## config.mk

```make
export PLATFORM = sky130hd
export DESIGN_NAME = x2g_ctrl_flat
export DESIGN_NICKNAME = d
export VERILOG_FILES = /design/src/rtl/x2g_ctrl_if.sv /design/src/rtl/x2g_ctrl.sv /design/src/flat_wrapper.sv
export SDC_FILE = /design/constraint.sdc
export NUM_CORES = 1
export LEC_CHECK = 0
export CAP_MARGIN = 5
export CORE_MARGIN = 2
export CORE_UTILIZATION = 35
export DETAILED_ROUTE_END_ITERATION = 12
export DONT_BUFFER_PORTS = 1
export PLACE_DENSITY = 0.51
export SLEW_MARGIN = 5
export SYNTH_ARGS = -nofsm -noshare
export SYNTH_HDL_FRONTEND = slang
export SYNTH_SLANG_ARGS = --single-unit
```

## constraint.sdc

```tcl
create_clock -name clk -period 2.81 [get_ports clk]
set_input_delay 0.7025 -clock clk [delete_from_list [all_inputs] [get_ports clk]]
set_output_delay 0.7025 -clock clk [all_outputs]
set_load 0.05 [all_outputs]
```

## src/rtl/x2g_ctrl_if.sv

```systemverilog
// XGMII-receive to gige FIFO bus bundle: inbound word stream, FIFO status flags
// and the registered data/bcnt FIFO write ports.
interface x2g_ctrl_if;
  logic [63:0] data_in;
  logic [7:0]  ctrl_in;
  logic        data_fifo_afull;
  logic        data_fifo_full;
  logic        bcnt_fifo_full;
  logic        data_fifo_we;
  logic [63:0] data_out;
  logic [7:0]  ctrl_out;
  logic        bcnt_fifo_we;
  logic [15:0] bcnt_out;

  modport master (
    output data_in, ctrl_in, data_fifo_afull, data_fifo_full, bcnt_fifo_full,
    input  data_fifo_we, data_out, ctrl_out, bcnt_fifo_we, bcnt_out
  );

  modport slave (
    input  data_in, ctrl_in, data_fifo_afull, data_fifo_full, bcnt_fifo_full,
    output data_fifo_we, data_out, ctrl_out, bcnt_fifo_we, bcnt_out
  );
endinterface

```

## src/rtl/x2g_ctrl.sv

```systemverilog
// XGMII receive controller: writes start..terminate words into the gige data FIFO,
// then the packet byte count into the bcnt FIFO; admission, overflow and length guards.
module x2g_ctrl #(
  parameter logic [15:0] MAX_QWD = 16'd2048
) (
  input  logic        clk,
  input  logic        reset_,
  x2g_ctrl_if.slave   bus,
  output logic [31:0] pkt_cnt,
  output logic [31:0] drop_cnt,
  output logic        ovf_err,
  output logic        len_err
);

  localparam logic [63:0] IDLE_DATA  = 64'h0707_0707_0707_0707;
  localparam logic [7:0]  IDLE_CTRL  = 8'hff;
  localparam logic [2:0]  ST_IDLE    = 3'b001;
  localparam logic [2:0]  ST_PKT     = 3'b010;
  localparam logic [2:0]  ST_DROP    = 3'b100;
  localparam logic [15:0] TRUNC_BCNT = MAX_QWD << 3'd3;

  logic [2:0]  state_q, state_d;
  logic [15:0] wcnt_q, wcnt_d;
  logic        dwe_q, dwe_d;
  logic [63:0] dout_q, dout_d;
  logic [7:0]  cout_q, cout_d;
  logic        bwe_q, bwe_d;
  logic [15:0] bcnt_q, bcnt_d;
  logic [31:0] pkt_cnt_q, pkt_cnt_d;
  logic [31:0] drop_cnt_q, drop_cnt_d;
  logic        ovf_q, ovf_d;
  logic        len_q, len_d;

  logic        sop;
  logic        l4_start;
  logic [7:0]  hit;
  logic        term;
  logic [2:0]  t_lane;

  // Per-word decode of start and terminate control characters
  always_comb begin
    sop      = bus.ctrl_in[0] && (bus.data_in[7:0] == 8'hFB);
    l4_start = bus.ctrl_in[4] && (bus.data_in[39:32] == 8'hFB) && !sop;
    for (int i = 0; i < 8; i++) begin
      hit[i] = bus.ctrl_in[i] && (bus.data_in[8*i +: 8] == 8'hFD);
    end
    term = |hit;
    casez (hit)
      8'b???????1: t_lane = 3'd0;
      8'b??????10: t_lane = 3'd1;
      8'b?????100: t_lane = 3'd2;
      8'b????1000: t_lane = 3'd3;
      8'b???10000: t_lane = 3'd4;
      8'b??100000: t_lane = 3'd5;
      8'b?1000000: t_lane = 3'd6;
      8'b10000000: t_lane = 3'd7;
      default:     t_lane = 3'd0;
    endcase
  end

  logic        accept;
  logic        ovf_hit;
  logic        start_rej;
  logic        rej_to_idle;
  logic [15:0] wcnt_inc;
  logic [15:0] term_bcnt;

  // Classify the current word and precompute byte counts
  always_comb begin
    accept      = 1'b0;
    ovf_hit     = 1'b0;
    start_rej   = 1'b0;
    rej_to_idle = 1'b0;
    case (state_q)
      ST_IDLE: begin
        if (sop) begin
          accept      = !bus.data_fifo_afull && !bus.bcnt_fifo_full;
          start_rej   = bus.data_fifo_afull || bus.bcnt_fifo_full;
          rej_to_idle = term;
        end else if (l4_start) begin
          start_rej   = 1'b1;
          // a terminate above the lane-4 start closes the rejected frame in this word
          rej_to_idle = term && (t_lane > 3'd4);
        end else begin
          start_rej   = 1'b0;
        end
      end
      ST_PKT: begin
        accept  = !bus.data_fifo_full;
        ovf_hit = bus.data_fifo_full;
      end
      default: begin
        accept = 1'b0;
      end
    endcase
    if (state_q == ST_PKT) begin
      wcnt_inc = wcnt_q + 16'd1;
    end else begin
      wcnt_inc = 16'd1;
    end
    term_bcnt = ((wcnt_inc - 16'd1) << 3'd3) + {13'd0, t_lane} + 16'd1;
  end

  // Next-state, FIFO write and statistics logic
  always_comb begin
    state_d    = state_q;
    wcnt_d     = wcnt_q;
    dwe_d      = 1'b0;
    dout_d     = IDLE_DATA;
    cout_d     = IDLE_CTRL;
    bwe_d      = 1'b0;
    bcnt_d     = 16'd0;
    pkt_cnt_d  = pkt_cnt_q;
    drop_cnt_d = drop_cnt_q;
    ovf_d      = ovf_q;
    len_d      = 1'b0;
    if (accept) begin
      dwe_d  = 1'b1;
      dout_d = bus.data_in;
      cout_d = bus.ctrl_in;
      if (term) begin
        bwe_d     = 1'b1;
        bcnt_d    = term_bcnt;
        pkt_cnt_d = pkt_cnt_q + 32'd1;
        state_d   = ST_IDLE;
        wcnt_d    = 16'd0;
      end else if (wcnt_inc == MAX_QWD) begin
        bwe_d     = 1'b1;
        bcnt_d    = TRUNC_BCNT;
        len_d     = 1'b1;
        pkt_cnt_d = pkt_cnt_q + 32'd1;
        state_d   = ST_DROP;
        wcnt_d    = 16'd0;
      end else begin
        state_d   = ST_PKT;
        wcnt_d    = wcnt_inc;
      end
    end else if (ovf_hit) begin
      // close the packet with what actually reached the FIFO so the reader stays aligned
      bwe_d     = 1'b1;
      bcnt_d    = wcnt_q << 3'd3;
      ovf_d     = 1'b1;
      pkt_cnt_d = pkt_cnt_q + 32'd1;
      state_d   = term ? ST_IDLE : ST_DROP;
      wcnt_d    = 16'd0;
    end else if (start_rej) begin
      drop_cnt_d = drop_cnt_q + 32'd1;
      state_d    = rej_to_idle ? ST_IDLE : ST_DROP;
      wcnt_d     = 16'd0;
    end else if (state_q == ST_DROP) begin
      state_d = term ? ST_IDLE : ST_DROP;
      wcnt_d  = 16'd0;
    end else begin
      state_d = ST_IDLE;
      wcnt_d  = 16'd0;
    end
  end

  // State and registered outputs
  always_ff @(posedge clk or negedge reset_) begin
    if (!reset_) begin
      state_q    <= ST_IDLE;
      wcnt_q     <= 16'd0;
      dwe_q      <= 1'b0;
      dout_q     <= IDLE_DATA;
      cout_q     <= IDLE_CTRL;
      bwe_q      <= 1'b0;
      bcnt_q     <= 16'd0;
      pkt_cnt_q  <= 32'd0;
      drop_cnt_q <= 32'd0;
      ovf_q      <= 1'b0;
      len_q      <= 1'b0;
    end else begin
      state_q    <= state_d;
      wcnt_q     <= wcnt_d;
      dwe_q      <= dwe_d;
      dout_q     <= dout_d;
      cout_q     <= cout_d;
      bwe_q      <= bwe_d;
      bcnt_q     <= bcnt_d;
      pkt_cnt_q  <= pkt_cnt_d;
      drop_cnt_q <= drop_cnt_d;
      ovf_q      <= ovf_d;
      len_q      <= len_d;
    end
  end

  assign bus.data_fifo_we = dwe_q;
  assign bus.data_out     = dout_q;
  assign bus.ctrl_out     = cout_q;
  assign bus.bcnt_fifo_we = bwe_q;
  assign bus.bcnt_out     = bcnt_q;
  assign pkt_cnt          = pkt_cnt_q;
  assign drop_cnt         = drop_cnt_q;
  assign ovf_err          = ovf_q;
  assign len_err          = len_q;

endmodule
```

## src/flat_wrapper.sv

```systemverilog
// flat-port wrapper written by rule: the top's interface ports become plain ports
module x2g_ctrl_flat 
#(
  parameter logic [15:0] MAX_QWD = 16'd2048
)
  (clk, reset_, pkt_cnt, drop_cnt, ovf_err, len_err, bus_data_in, bus_ctrl_in, bus_data_fifo_afull, bus_data_fifo_full, bus_bcnt_fifo_full, bus_data_fifo_we, bus_data_out, bus_ctrl_out, bus_bcnt_fifo_we, bus_bcnt_out);
  x2g_ctrl_if bus_i ();
  input  logic clk;
  input  logic reset_;
  output logic [31:0] pkt_cnt;
  output logic [31:0] drop_cnt;
  output logic ovf_err;
  output logic len_err;
  input wire logic [$bits(bus_i.data_in)-1:0] bus_data_in;
  input wire logic [$bits(bus_i.ctrl_in)-1:0] bus_ctrl_in;
  input wire logic [$bits(bus_i.data_fifo_afull)-1:0] bus_data_fifo_afull;
  input wire logic [$bits(bus_i.data_fifo_full)-1:0] bus_data_fifo_full;
  input wire logic [$bits(bus_i.bcnt_fifo_full)-1:0] bus_bcnt_fifo_full;
  output wire logic [$bits(bus_i.data_fifo_we)-1:0] bus_data_fifo_we;
  output wire logic [$bits(bus_i.data_out)-1:0] bus_data_out;
  output wire logic [$bits(bus_i.ctrl_out)-1:0] bus_ctrl_out;
  output wire logic [$bits(bus_i.bcnt_fifo_we)-1:0] bus_bcnt_fifo_we;
  output wire logic [$bits(bus_i.bcnt_out)-1:0] bus_bcnt_out;
  assign bus_i.data_in = bus_data_in;
  assign bus_i.ctrl_in = bus_ctrl_in;
  assign bus_i.data_fifo_afull = bus_data_fifo_afull;
  assign bus_i.data_fifo_full = bus_data_fifo_full;
  assign bus_i.bcnt_fifo_full = bus_bcnt_fifo_full;
  assign bus_data_fifo_we = bus_i.data_fifo_we;
  assign bus_data_out = bus_i.data_out;
  assign bus_ctrl_out = bus_i.ctrl_out;
  assign bus_bcnt_fifo_we = bus_i.bcnt_fifo_we;
  assign bus_bcnt_out = bus_i.bcnt_out;
  x2g_ctrl #(.MAX_QWD(MAX_QWD)) u_core (.clk(clk), .reset_(reset_), .bus(bus_i), .pkt_cnt(pkt_cnt), .drop_cnt(drop_cnt), .ovf_err(ovf_err), .len_err(len_err));
endmodule
```

Word level (Yosys, flattened, before mapping)
Index checks and enable logic that the tools add are counted.
- word-level logic and storage cells: 104
- bits in registers: 175
- multiplexer cells: 39
- equal/unequal tests: 22
- reduce and logical (&&, ||, !) cells: 23
- order comparisons: 1
- bitwise logic cells: 2
- add/subtract/negate cells: 6
- operator list (operator ; count):
    2-to-1 mux 32 bit ; 4
    2-to-1 mux 16 bit ; 7
    equality test 8 bit, second input constant ; 11
    adder 32 x 1 -> 32 bit, second input constant ; 2
    2-to-1 mux 64 bit ; 1
    adder 16 x 1 -> 16 bit, second input constant ; 2
    2-to-1 mux 3 bit ; 8
    one-hot mux 3 bit (7 select lines) ; 1
    adder 16 x 3 -> 16 bit ; 1
    equality test 16 x 12 -> 1 bit, second input constant ; 1
    2-to-1 mux 1 bit ; 15
    2-to-1 mux 15 bit ; 1
    logical AND 1 bit ; 13
    subtractor 13 x 1 -> 13 bit, second input constant ; 1
    2-to-1 mux 8 bit ; 1
    OR reduction 8 bit ; 1
    equality test 7 bit, second input constant ; 1
    equality test 3 bit, second input constant ; 2
    equality test 6 bit, second input constant ; 1
    equality test 5 bit, second input constant ; 1
    equality test 4 bit, second input constant ; 1
    zero test 1 bit ; 4
    AND reduction 2 bit ; 2
    equality test 3 x 1 -> 1 bit, second input constant ; 1
    9 further kinds ; 10

Logic depth before layout (Yosys ltp)
- depth after elaboration: 13
- depth in mapped cells: 15
- depth with buffers taken out: 15

Least setup slack after synthesis
No wires, ideal clock.
- path kind: input -> register
- start point: in bus_data_in[55]
- end point: reg u_core.bcnt_q[12] (netlist: u_core.bus.bcnt_out[12])
- cell stages on the path: 13
- path slack: -369 ps
- setup time: 130 ps
- data arrival time: 3048 ps
- buffers on the path: 0
- cell sequence: nand4_1 > nor4_1 > nand2b_1 > nand2_1 > a211oi_1 > ha_1 > nand2_1 > or3_1 > nor3_1 > nand4_1 > mux2i_1 > xnor2_1 > o21ai_1
- word-level cells in the longest chain between the ends: 8
- RTL lines (what ; line ; text):
    start, declared ; flat_wrapper.sv:14 ; input wire logic [$bits(bus_i.data_in)-1:0] bus_data_in;
    equality test 8 bit * ; x2g_ctrl.sv:45 ; hit[i] = bus.ctrl_in[i] && (bus.data_in[8*i +: 8] == 8'hFD);
    logical AND 1 bit * ; x2g_ctrl.sv:45 ;
    equality test 8 bit or equality test 7 bit (tied branches) ; x2g_ctrl.sv:48 ; casez (hit)
    one-hot mux 3 bit (7 select lines) ; x2g_ctrl.sv:48 ;
    adder 16 x 3 -> 16 bit ; x2g_ctrl.sv:101 ; term_bcnt = ((wcnt_inc - 16'd1) << 3'd3) + {13'd0, t_lane} + 16'd1;
    adder 16 x 1 -> 16 bit ; x2g_ctrl.sv:101 ;
    2-to-1 mux 16 bit * ; x2g_ctrl.sv:121 ; if (term) begin
    2-to-1 mux 16 bit * ; x2g_ctrl.sv:117 ; if (accept) begin
    net u_core.bcnt_d[12] ; x2g_ctrl.sv:28 ; logic [15:0] bcnt_q, bcnt_d;
    end signal, assigned ; x2g_ctrl.sv:180 ; bcnt_q <= bcnt_d;
    end, declared ; x2g_ctrl.sv:28 ;
Mark *: on every way through the listed nets, which the timed path passes. The rest lies on a longest branch.
A chain may end at the register's enable or synchronous reset.

Worst setup path after layout
- start point: in bus_data_in[63]
- end point: reg u_core.bcnt_q[12] (netlist: u_core.bus.bcnt_out[12])
- word-level cells in the longest chain between the ends: 8
- RTL lines (what ; line):
    equality test 8 bit * ; x2g_ctrl.sv:45
    logical AND 1 bit * ; x2g_ctrl.sv:45
    equality test 8 bit ; x2g_ctrl.sv:48
    one-hot mux 3 bit (7 select lines) ; x2g_ctrl.sv:48
    adder 16 x 3 -> 16 bit ; x2g_ctrl.sv:101
    adder 16 x 1 -> 16 bit ; x2g_ctrl.sv:101
    2-to-1 mux 16 bit * ; x2g_ctrl.sv:121
    2-to-1 mux 16 bit * ; x2g_ctrl.sv:117
    net u_core.bcnt_d[12] ; x2g_ctrl.sv:28
Marked as above.

==> out/metrics.cfg <==
[routing]
drcViolationCount=0
via_per_inst=5.05
dr.pass1.iters=4
dr_total_vias=6194
drt_iter0_drc=378
ant_nets=0
wl_per_cell_um=18.6
wl_mm=22.9

[run_status]
status=finished with violations
violations=negative hold slack, negative setup slack

[power]
p_sw_uw=1200
power_frac_seq=0.505
ir_worst_vdd_uv=390
pwr_density_cell_mw_per_mm2=490
p_comb_frac=0.008
p_sw_frac=0.238
p_int_uw=3830
p_clk_frac=0.487
p_leak_uw=0.00455

[sta]
fin_crit_ns=2.99
setup_tns_ns=-0.298
hold_ws_ns=-0.0434
slew_viol_final=0
worst_slew_pin_slew_ns=0.730
max-slew-margin-rel=0.509
rsz0062_at_grt=true
skew_ns=0.0176
fmax_ghz=0.335
finalHoldViolations=74
setup_viol=3
layout_setup_ws_ns=-0.178
fin_crit_sh=1.06

[synth]
synth_seq_area_share=0.540
synthesis.area_mm2=0.00819
syn_area_per_cell_um2=10.5
synth_edf_count=0
synthDistinctLibCells=67
syn_nets=863
yosysTopAreaCell=dfrtp_1
yosys_warnings=0
netlist_top_cells_area=dfrtp_1 43%, dfstp_2 11%, xnor2_1 6.4%, xor2_1 3.7%, and2_1 3.5%
async_flop_share=1.00
ys.flop_type=dfrtp_1
synth.top_cell.area_share=0.434
ys_ff_latch=175
synthCells=779

[global_routing]
grt_pass1_wl_mm=35.4
grt_use_total=0.185
grt_pass1_vias=6514
overflow=0
antenna_found_initial=0
grt_max_degree=176

[worst_setup_path]
path_cells=nand4_1, or4_4, nor2_4, nor2_1, o21bai_1, a21oi_1, nor2_1, ha_2, nand2_4, or3_1, nor3_2, nand4_1, mux2i_1, xnor2_1, o21ai_1
worstSetupStartpointType=primary input
cp_num_buf_inv=0
cpLargestDelayFamily=simple AND/OR/NAND/NOR gates
cpMaxStageDelayCell=or4_4
crit_required_ns=3.12
critPathMaxStageDelay_ns=0.58
cp.depth=15
reg2reg_depth=11
worstPathArrival_ns=3.29
crit_fanout=3
endpoint_kind=flop
worst-setup-path-type=primary input to flop

[die]
core-area_mm2=0.0228
die_w_um=157
ios=233
dieHeight_um=157
fp.dieArea_mm2=0.0246
start_util=0.360
rows=55

[clocking]
htree_levels=4
clock_latency_ns=0.43
cts_buffers=17
clock_sinks=175
path_clk_slew_ns=0.08
max-clock-path-buffers=2
cts_tree=done
clockRootBuffer=clkbuf_16

[layout]
drive_gt1_frac=0.277
instances_no_fill=1226
diodes=0
area_growth_pct=25.3
finish.utilization=0.451
nets=984

[flow_run]
drv_cap=0

[placed_design]
portBuffers=0
gp_congestion=0.837
pre_cts_slack_ns=-0.779
hpwl_mm=16.8
placedCellCount=1188

[min_path]
hp-class=primary input to asynchronous set/reset pin

## worst paths after layout
| path | from | end | slack [ns] |
|---|---|---|---|
| max | bus_data_in[63] | u_core.bus.bcnt_out[12] | -0.18 |
| min | reset_ | u_core.pkt_cnt[9] | -0.04 |
| max reg2reg | u_core.wcnt_q[0] | u_core.bus.bcnt_out[10] | 0.07 |
| min reg2reg | u_core.drop_cnt[2] | u_core.drop_cnt[2] | 0.55 |
| max in group asynchronous | reset_ | u_core.state_q[0] | 2.46 |
| min in group clk | bus_ctrl_in[5] | u_core.bus.ctrl_out[5] | 0.38 |
## per-layer routing
metal / share of wire / track usage / up-vias
met3: 0.086 / 0.0564 / 20
met2: 0.51 / 0.327 / 218
met4: 0.013 / 0.0568 / 0
li1: - / - / 2875
met1: 0.39 / 0.214 / 3081
met5: 0 / 0 / -
## cell usage after synthesis (4+ instances only)
cell / count
or2_2: 4
nand3_1: 37
nand2_1: 74
mux2i_1: 5
xnor2_1: 60
a21oi_1: 7
o21a_1: 4
clkbuf_1: 16
or3_1: 8
buf_2: 11
o31ai_1: 6
nand4_1: 30
dfstp_2: 33
and3_1: 15
xor2_1: 35
nor2b_1: 4
nor2_1: 65
nor4_1: 11
o21ai_0: 15
inv_1: 22
and4_1: 8
ha_1: 7
o21ai_1: 8
nand2b_1: 36
and2_1: 46
nor3_1: 9
dfrtp_1: 142
## timing repair
action / 4_1_cts / 5_1_grt
hold endpoints to repair: 142 / 142
endpoints found under the setup margin: 11 / 36
pin swaps: 12 / 15
cloned: 0 / 0
gates resized for setup: 18 / 20
setup buffers: 7 / 3
## area by class of cell
| class | instances | area [um2] |
|---|---|---|
| fill | 2122 | 12500 |
| sequential | 175 | 4420 |
| multi-input combinational | 550 | 3710 |
| timing repair buffer | 133 | 1040 |
| clock buffer | 17 | 425 |
| tap | 313 | 392 |
| clock inverter | 15 | 193 |
| inverter | 23 | 91.3 |
## kinds of logic after synthesis
kind of cell             after synthesis  synth area share
AO/OA/AOI/OAI                         68            0.0596
XOR/XNOR                              95             0.102
adder cells (fa/ha/maj)                7            0.0107
buffers and inverters                 54            0.0287
flip-flops                           175             0.540
multiplexers                           8            0.0102
AND/OR/NAND/NOR                      372             0.249
## registers in the layout, indices dropped and copies added (netlist names), 3 cells and up
name and flops:
u_core.bus.data_out 64, u_core.drop_cnt 32, u_core.pkt_cnt 32, u_core.bus.bcnt_out 16, u_core.wcnt_q 16, u_core.bus.ctrl_out 8
u_core.state_q 3
## stage by stage
| stage | hold WS (ns) | total power (uW) | instance area [um2] |
|---|---|---|---|
| after floorplan | 0.407 | 2610 | 8200 |
| after global placement | 0.414 | 2630 | 9440 |
| after detailed placement | 0.413 | 2630 | 9440 |
| after CTS | -0.0564 | 5100 | 10200 |
| after global routing | -0.0625 | 5230 | 10300 |
| final | -0.0434 | 5030 | 10300 |
## placed cells by master, fill, tap and decap left out, drive strengths merged, types with 7 or more instances in the layout
master / count
dfrtp: 142
buf: 133
nand2: 75
nor2: 65
xnor2: 60
and2: 47
nand3: 37
nand2b: 36
xor2: 35
dfstp: 33
nand4: 32
inv: 29
o21ai: 24
clkbuf: 17
and3: 15
nor4: 13
nor3: 12
a21oi: 9
or3: 8
and4: 8
clkinv: 7
ha: 7
## power groups by stage
stage	Clock [uW]	Sequential [uW]	Combinational, uW
after detailed placement	0	2590	40.5
after floorplan	0	2590	23.1
after CTS	2520	2540	41.7
after global placement	0	2590	39.4
after global routing	2650	2540	45.0
final	2450	2540	41.2
Note: power is estimated with default switching activity, not from simulation.
